`config.mk`:
```
export PLATFORM = sky130hd
export DESIGN_NAME = bus_share_arbiter
export DESIGN_NICKNAME = d
export VERILOG_FILES = /design/src/rtl/bus_share_arbiter.sv
export SDC_FILE = /design/constraint.sdc
export NUM_CORES = 1
export LEC_CHECK = 0
export ABC_AREA = 1
export BUFFER_PORTS_ARGS = -buffer_cell sky130_fd_sc_hd__buf_2
export CAP_MARGIN = 10
export CORE_ASPECT_RATIO = 0.7
export CORE_UTILIZATION = 49
export DETAILED_ROUTE_END_ITERATION = 12
export PLACE_DENSITY = 0.82
export SLEW_MARGIN = 20
export SYNTH_ARGS = -nofsm -noshare
export SYNTH_HDL_FRONTEND = slang
export SYNTH_SLANG_ARGS = --single-unit
export TNS_END_PERCENT = 5
```
`constraint.sdc`:
```
create_clock -name clk -period 3.08 [get_ports clk]
set_input_delay 0.924 -clock clk [delete_from_list [all_inputs] [get_ports clk]]
set_output_delay 0.924 -clock clk [all_outputs]
set_load 0.05 [all_outputs]
```
`src/rtl/bus_share_arbiter.sv`:
```
// rtl/bus_share_arbiter.sv - two-requester operand-bus arbiter with multi-beat hold and hold limit
// Optional ARB_FIXED_PRIO_EN: requester 0 wins every contest and only owner 1 can be preempted.
module bus_share_arbiter #(
  parameter int DATA_W   = 16,
  parameter int MAX_HOLD = 4
) (
  input  logic              clk,
  input  logic              rst,
  input  logic              req0,
  input  logic              req1,
  input  logic [DATA_W-1:0] data0,
  input  logic [DATA_W-1:0] data1,
  input  logic              last0,
  input  logic              last1,
  output logic              gnt0,
  output logic              gnt1,
  output logic              sel,
  output logic [DATA_W-1:0] bus_data,
  output logic              bus_valid,
  output logic              busy
);

  localparam int HC_W = $clog2(MAX_HOLD + 1);
  localparam logic [HC_W-1:0] HC_MAX = HC_W'(MAX_HOLD);

  localparam logic [1:0] S_IDLE = 2'd0;
  localparam logic [1:0] S_OWN0 = 2'd1;
  localparam logic [1:0] S_OWN1 = 2'd2;

`ifdef ARB_FIXED_PRIO_EN
  localparam logic FIXED_PRIO = 1'b1;
`else
  localparam logic FIXED_PRIO = 1'b0;
`endif

  logic [1:0]        state_q, state_d;
  logic              rr_q, rr_d;
  logic [HC_W-1:0]   hc_q, hc_d, hc_inc;
  logic [DATA_W-1:0] bus_data_q, bus_data_d;
  logic              bus_valid_q, bus_valid_d;

  logic              owner;
  logic              own_req;
  logic              own_last;
  logic              other_req;
  logic [DATA_W-1:0] own_data;
  logic              preempt_ok;
  logic              ownership_end;
  logic              idle_pick;

  always_comb begin
    owner      = (state_q == S_OWN1);
    own_req    = owner ? req1  : req0;
    own_last   = owner ? last1 : last0;
    own_data   = owner ? data1 : data0;
    other_req  = owner ? req0  : req1;
    hc_inc     = (hc_q == HC_MAX) ? hc_q : hc_q + HC_W'(1);
    preempt_ok = !FIXED_PRIO || owner;
    idle_pick  = FIXED_PRIO ? 1'b0 : rr_q;

    state_d       = state_q;
    rr_d          = rr_q;
    hc_d          = hc_q;
    bus_data_d    = bus_data_q;
    bus_valid_d   = 1'b0;
    ownership_end = 1'b0;

    case (state_q)
      S_IDLE: begin
        hc_d = '0;
        if (req0 && req1) begin
          state_d = idle_pick ? S_OWN1 : S_OWN0;
        end else if (req0) begin
          state_d = S_OWN0;
        end else if (req1) begin
          state_d = S_OWN1;
        end
      end
      S_OWN0, S_OWN1: begin
        if (!own_req) begin
          ownership_end = 1'b1;
        end else begin
          bus_valid_d   = 1'b1;
          bus_data_d    = own_data;
          hc_d          = hc_inc;
          // A saturated count still preempts once a contender shows up.
          ownership_end = own_last || ((hc_inc == HC_MAX) && other_req && preempt_ok);
        end
        if (ownership_end) begin
          rr_d    = ~owner;
          hc_d    = '0;
          state_d = other_req ? (owner ? S_OWN0 : S_OWN1) : S_IDLE;
        end
      end
      default: begin
        state_d = S_IDLE;
        hc_d    = '0;
      end
    endcase
  end

  always_ff @(posedge clk) begin
    if (rst) begin
      state_q     <= S_IDLE;
      rr_q        <= 1'b0;
      hc_q        <= '0;
      bus_data_q  <= '0;
      bus_valid_q <= 1'b0;
    end else begin
      state_q     <= state_d;
      rr_q        <= rr_d;
      hc_q        <= hc_d;
      bus_data_q  <= bus_data_d;
      bus_valid_q <= bus_valid_d;
    end
  end

  assign gnt0      = (state_q == S_OWN0);
  assign gnt1      = (state_q == S_OWN1);
  assign sel       = (state_q == S_OWN1);
  assign busy      = (state_q == S_OWN0) || (state_q == S_OWN1);
  assign bus_data  = bus_data_q;
  assign bus_valid = bus_valid_q;

endmodule

```
==> Yosys cells after proc, flatten, opt, wreduce, memory -nomap -nowiden <==
Index checks and enable logic that the tools add are counted.
{ "op_classes": {"eq_ne": 6, "bitwise": 2, "muxes": 16, "n_reduce_logical": 11, "n_addsub": 1} }
{ "op_table": {"columns": ["cell", "n"], "rows": [
  ["$mux W16", 1],
  ["$mux W2", 7],
  ["$eq A3 B3 Y1 const B", 2],
  ["$mux W1", 6],
  ["$reduce_and A2 Y1", 3],
  ["$ne A4 B4 Y1 const B", 1],
  ["$pmux W2 S2", 1],
  ["$reduce_or A2 Y1", 2],
  ["$add A3 B1 Y3 const B", 1],
  ["$mux W3", 1],
  ["$reduce_or A3 Y1", 1],
  ["$eq A2 B1 Y1 const B", 1],
  ["$eq A2 B2 Y1 const B", 1],
  ["$logic_and A1 B1 Y1", 2],
  ["$logic_not A2 Y1", 1],
  ["$logic_or A1 B1 Y1", 2],
  ["$ne A2 B2 Y1 const B", 1],
  ["$not A1 Y1", 2]
]} }
{ "word_totals": {"elab_cells": 41, "out_inout_bits": 21, "ff_bits": 23} }

==> Longest topological paths before layout <==
{ "depth": {"depth_word": 9, "depth_mapped": 12} }

==> Least setup slack after synthesis <==
OpenSTA, ideal clock, no wires.
{ "synth_path": {"kind": "register to output", "startpoint": "register state_q[0]", "endpoint": "output sel", "path_slack_ps": 865, "stages_incl_launch_ff": 4, "path_buffers": 1, "required_ps": 2156, "arrival_ps": 1291, "cell_sequence": "dfxtp_1 > inv_1 > ha_1 > buf_4"} }
{ "synth_between": {"elab_chain_len": 1} }
{ "synth_lines": {"columns": ["item", "line", "rtl"], "rows": [
  ["start: declaration", "36", "logic [1:0] state_q, state_d;"],
  ["start signal: assignment", "110", "state_q <= state_d;"],
  ["$eq A2 B2 Y1", null, null],
  ["end: declaration", "17", "output logic sel,"]
]} }
No other way between the ends.

==> Final worst setup path <==
{ "layout_path": {"startpoint": "register state_q[0]", "endpoint": "output gnt1"} }
{ "layout_between": {"elab_chain_len": 1} }
{ "layout_lines": {"columns": ["item", "line", "rtl"], "rows": [
  ["$eq A2 B2 Y1", "119", "assign gnt1 = (state_q == S_OWN1);"],
  ["end: declaration", "16", "output logic gnt1,"]
]} }
No other way between the ends.

==> flow_summary.json <==
{
  "synth_cell_types": 23,
  "critPathCaptureType": "output pin",
  "tightest_slew_ps": 644.1,
  "ys_warn_count": 0,
  "maxCapViolCount": 0,
  "ios": 59,
  "r2r_start": "state_q[0]",
  "synth-seq-cells": 23,
  "rrSetupSlack_ps": 740,
  "period_minus_slack_ps": 2595,
  "layout_commonest_cell": "buf_2",
  "drive_gt1_share_pct": 32.88,
  "postCtsHoldBufs": 0,
  "hold_viol_final": 0,
  "worstPathArrival_ps": 1670,
  "dp_worst_setup_slack_ps": 758.1,
  "rsz0062_at_grt": "no",
  "synth_edf_count": 0,
  "rr_worst_depth": 7,
  "nFillCells": 204,
  "grt_max_degree": 33,
  "layout_common_cells": "58 x buf_2, 54 x nand2_1, 23 x dfxtp_1",
  "rows": 14,
  "place_area_um2": 1490,
  "globalplace.congestion": 0.7996,
  "multi_input_comb_area_um2": 646.9,
  "cts.sinks": 23,
  "detail_route.wl_per_cell_um": 11.87,
  "final_max_slew_viol_count": 0,
  "tns_ps": 0,
  "synth_area_um2": 1222,
  "start_util_pct": 54.52,
  "grt_pass1_wl_mm": 4.685,
  "grt_pass1_vias": 1155,
  "utilization_pct": 67.63,
  "whs_path_depth": 2,
  "clk_latency_ps": 320,
  "hold_class": "reg -> reg",
  "fin_area_um2": 1516,
  "relSlewSlack_pct": 56.96,
  "clk_pin_slew_worst_paths_ps": 120,
  "fin_crit_sh_pct": 84.26,
  "hold_start": "idle_pick",
  "antenna_cells": 0,
  "core_um2": 2242,
  "area_delta_synth_final_pct": 24.05,
  "htreeDepth": 1,
  "die_area_um2": 2702,
  "min_to": "idle_pick",
  "cts_tree": "done",
  "final_antenna_net_count": 0,
  "gr-total-overflow": 0,
  "power_mw": 1.858,
  "power_density_nw_per_um2": 1225,
  "yosysSeqAreaShare_pct": 37.67,
  "port_buffers": 58,
  "die_h_um": 43.79,
  "cts_buffers": 3,
  "avgSynthCellArea_um2": 7.276,
  "nets": 267,
  "vias": 1269,
  "antenna_found_initial": 0,
  "cp_data_required_time_ps": 2160,
  "setup_viol": 0,
  "drc": 0,
  "drtIter0Drc": 24,
  "viasPerCell": 4.996,
  "grt_usage_pct": 24.57,
  "synthArstFlopShare_pct": 0,
  "dpl.hpwl_mm": 2.244,
  "ir_drop_uv": 737.3,
  "fmax_mhz": 385.3,
  "firstDrtPassIters": 4,
  "post-cts-setup-buffers": 0,
  "cp-start-kind": "register",
  "synth_nets": 212,
  "clockRootBuffer": "clkbuf_4",
  "seq_area_um2": 460.4,
  "die_x_um": 61.70,
  "postCtsResizedCells": 0,
  "path_class": "reg -> out",
  "ys.flop_type": "dfxtp_1",
  "power_leakage_nw": 0.7574,
  "clock_path_buffers": 2,
  "postSynthCellCount": 168,
  "setup_slack_ps": 484.7,
  "timing.rr.end": "bus_data[11]",
  "cp_max_fo": 16,
  "postRouteWirelength_mm": 3.015,
  "status": "finished clean",
  "clock_skew_ps": 9.405
}
==> stage by stage <==
stage,hold slack (ps),cells
after floorplan,433.1,168
after detailed placement,479.5,250
after CTS,501.6,254
final,506.0,254
after global placement,459.3,250
after global routing,536.6,254
==> critical path: stages, from the launching register on <==
cell and delay, ps:
dfxtp_1 350, inv_1 100, ha_1 520, buf_2 370
==> flip-flops by register name, indices dropped and copies added (netlist names) <==
| signal | count |
|---|---|
| state_q | 2 |
| bus_data | 16 |
| hc_q | 3 |
| bus_valid | 1 |
| idle_pick | 1 |
==> kinds of logic (layout without fill, tap and decap cells) <==
kind of cell               after synthesis  count (layout)  share of synthesized area [%]
adders and majority gates                6               6                          6.141
AOI/OAI and AO/OA                       39              39                          17.91
DFF                                     23              23                          37.67
and+or+nand+nor                         79              79                          28.86
buffers and inverters                   21              75                          9.416
==> area by class of cell <==
cell class,count,share of cell area [%]
Sequential cell,23,30.36
Tap cell,32,2.640
Inverter,12,2.970
Timing Repair Buffer,59,19.64
Multi-Input combinational cell,124,42.66
Clock buffer,4,1.733
==> worst max path at each step <==
stage	from	cells after the start	to
after global placement	state_q[0]	3	sel
after floorplan	state_q[0]	3	sel
after detailed placement	state_q[0]	7	bus_data[11]
after global routing	state_q[0]	3	gnt1
after CTS	state_q[0]	3	gnt1
final	state_q[0]	3	gnt1
==> Yosys cell counts (all sizes together) (2+ instances only) <==
cell type / instances / area [µm²]
nand2: 58 / 237.7
nand3: 10 / 55.05
o21ai: 17 / 88.84
ha: 6 / 75.07
clkbuf: 2 / 7.510
a21oi: 6 / 30.03
buf: 6 / 50.04
dfxtp: 23 / 460.4
inv: 11 / 41.29
nor2: 9 / 48.80
a31oi: 16 / 100.1
==> routing by layer <==
layer  GRT usage (%)  part of all wire [%]  vias to the layer above
met5               0                     0                        -
met4           12.44                   2.0                        0
met3           7.463                   7.1                        7
met2           44.95                    47                       51
met1           24.91                    44                      544
li1                -                     -                      667
==> where the power goes <==
part | internal [mW] | total [mW] | switching (mW)
Sequential | 0.425 | 0.492 | 0.0676
Combinational | 0.301 | 1.22 | 0.923
Clock | 0.0508 | 0.141 | 0.0904
Total | 0.776 | 1.86 | 1.08
(Power assumes the default switching activity.)
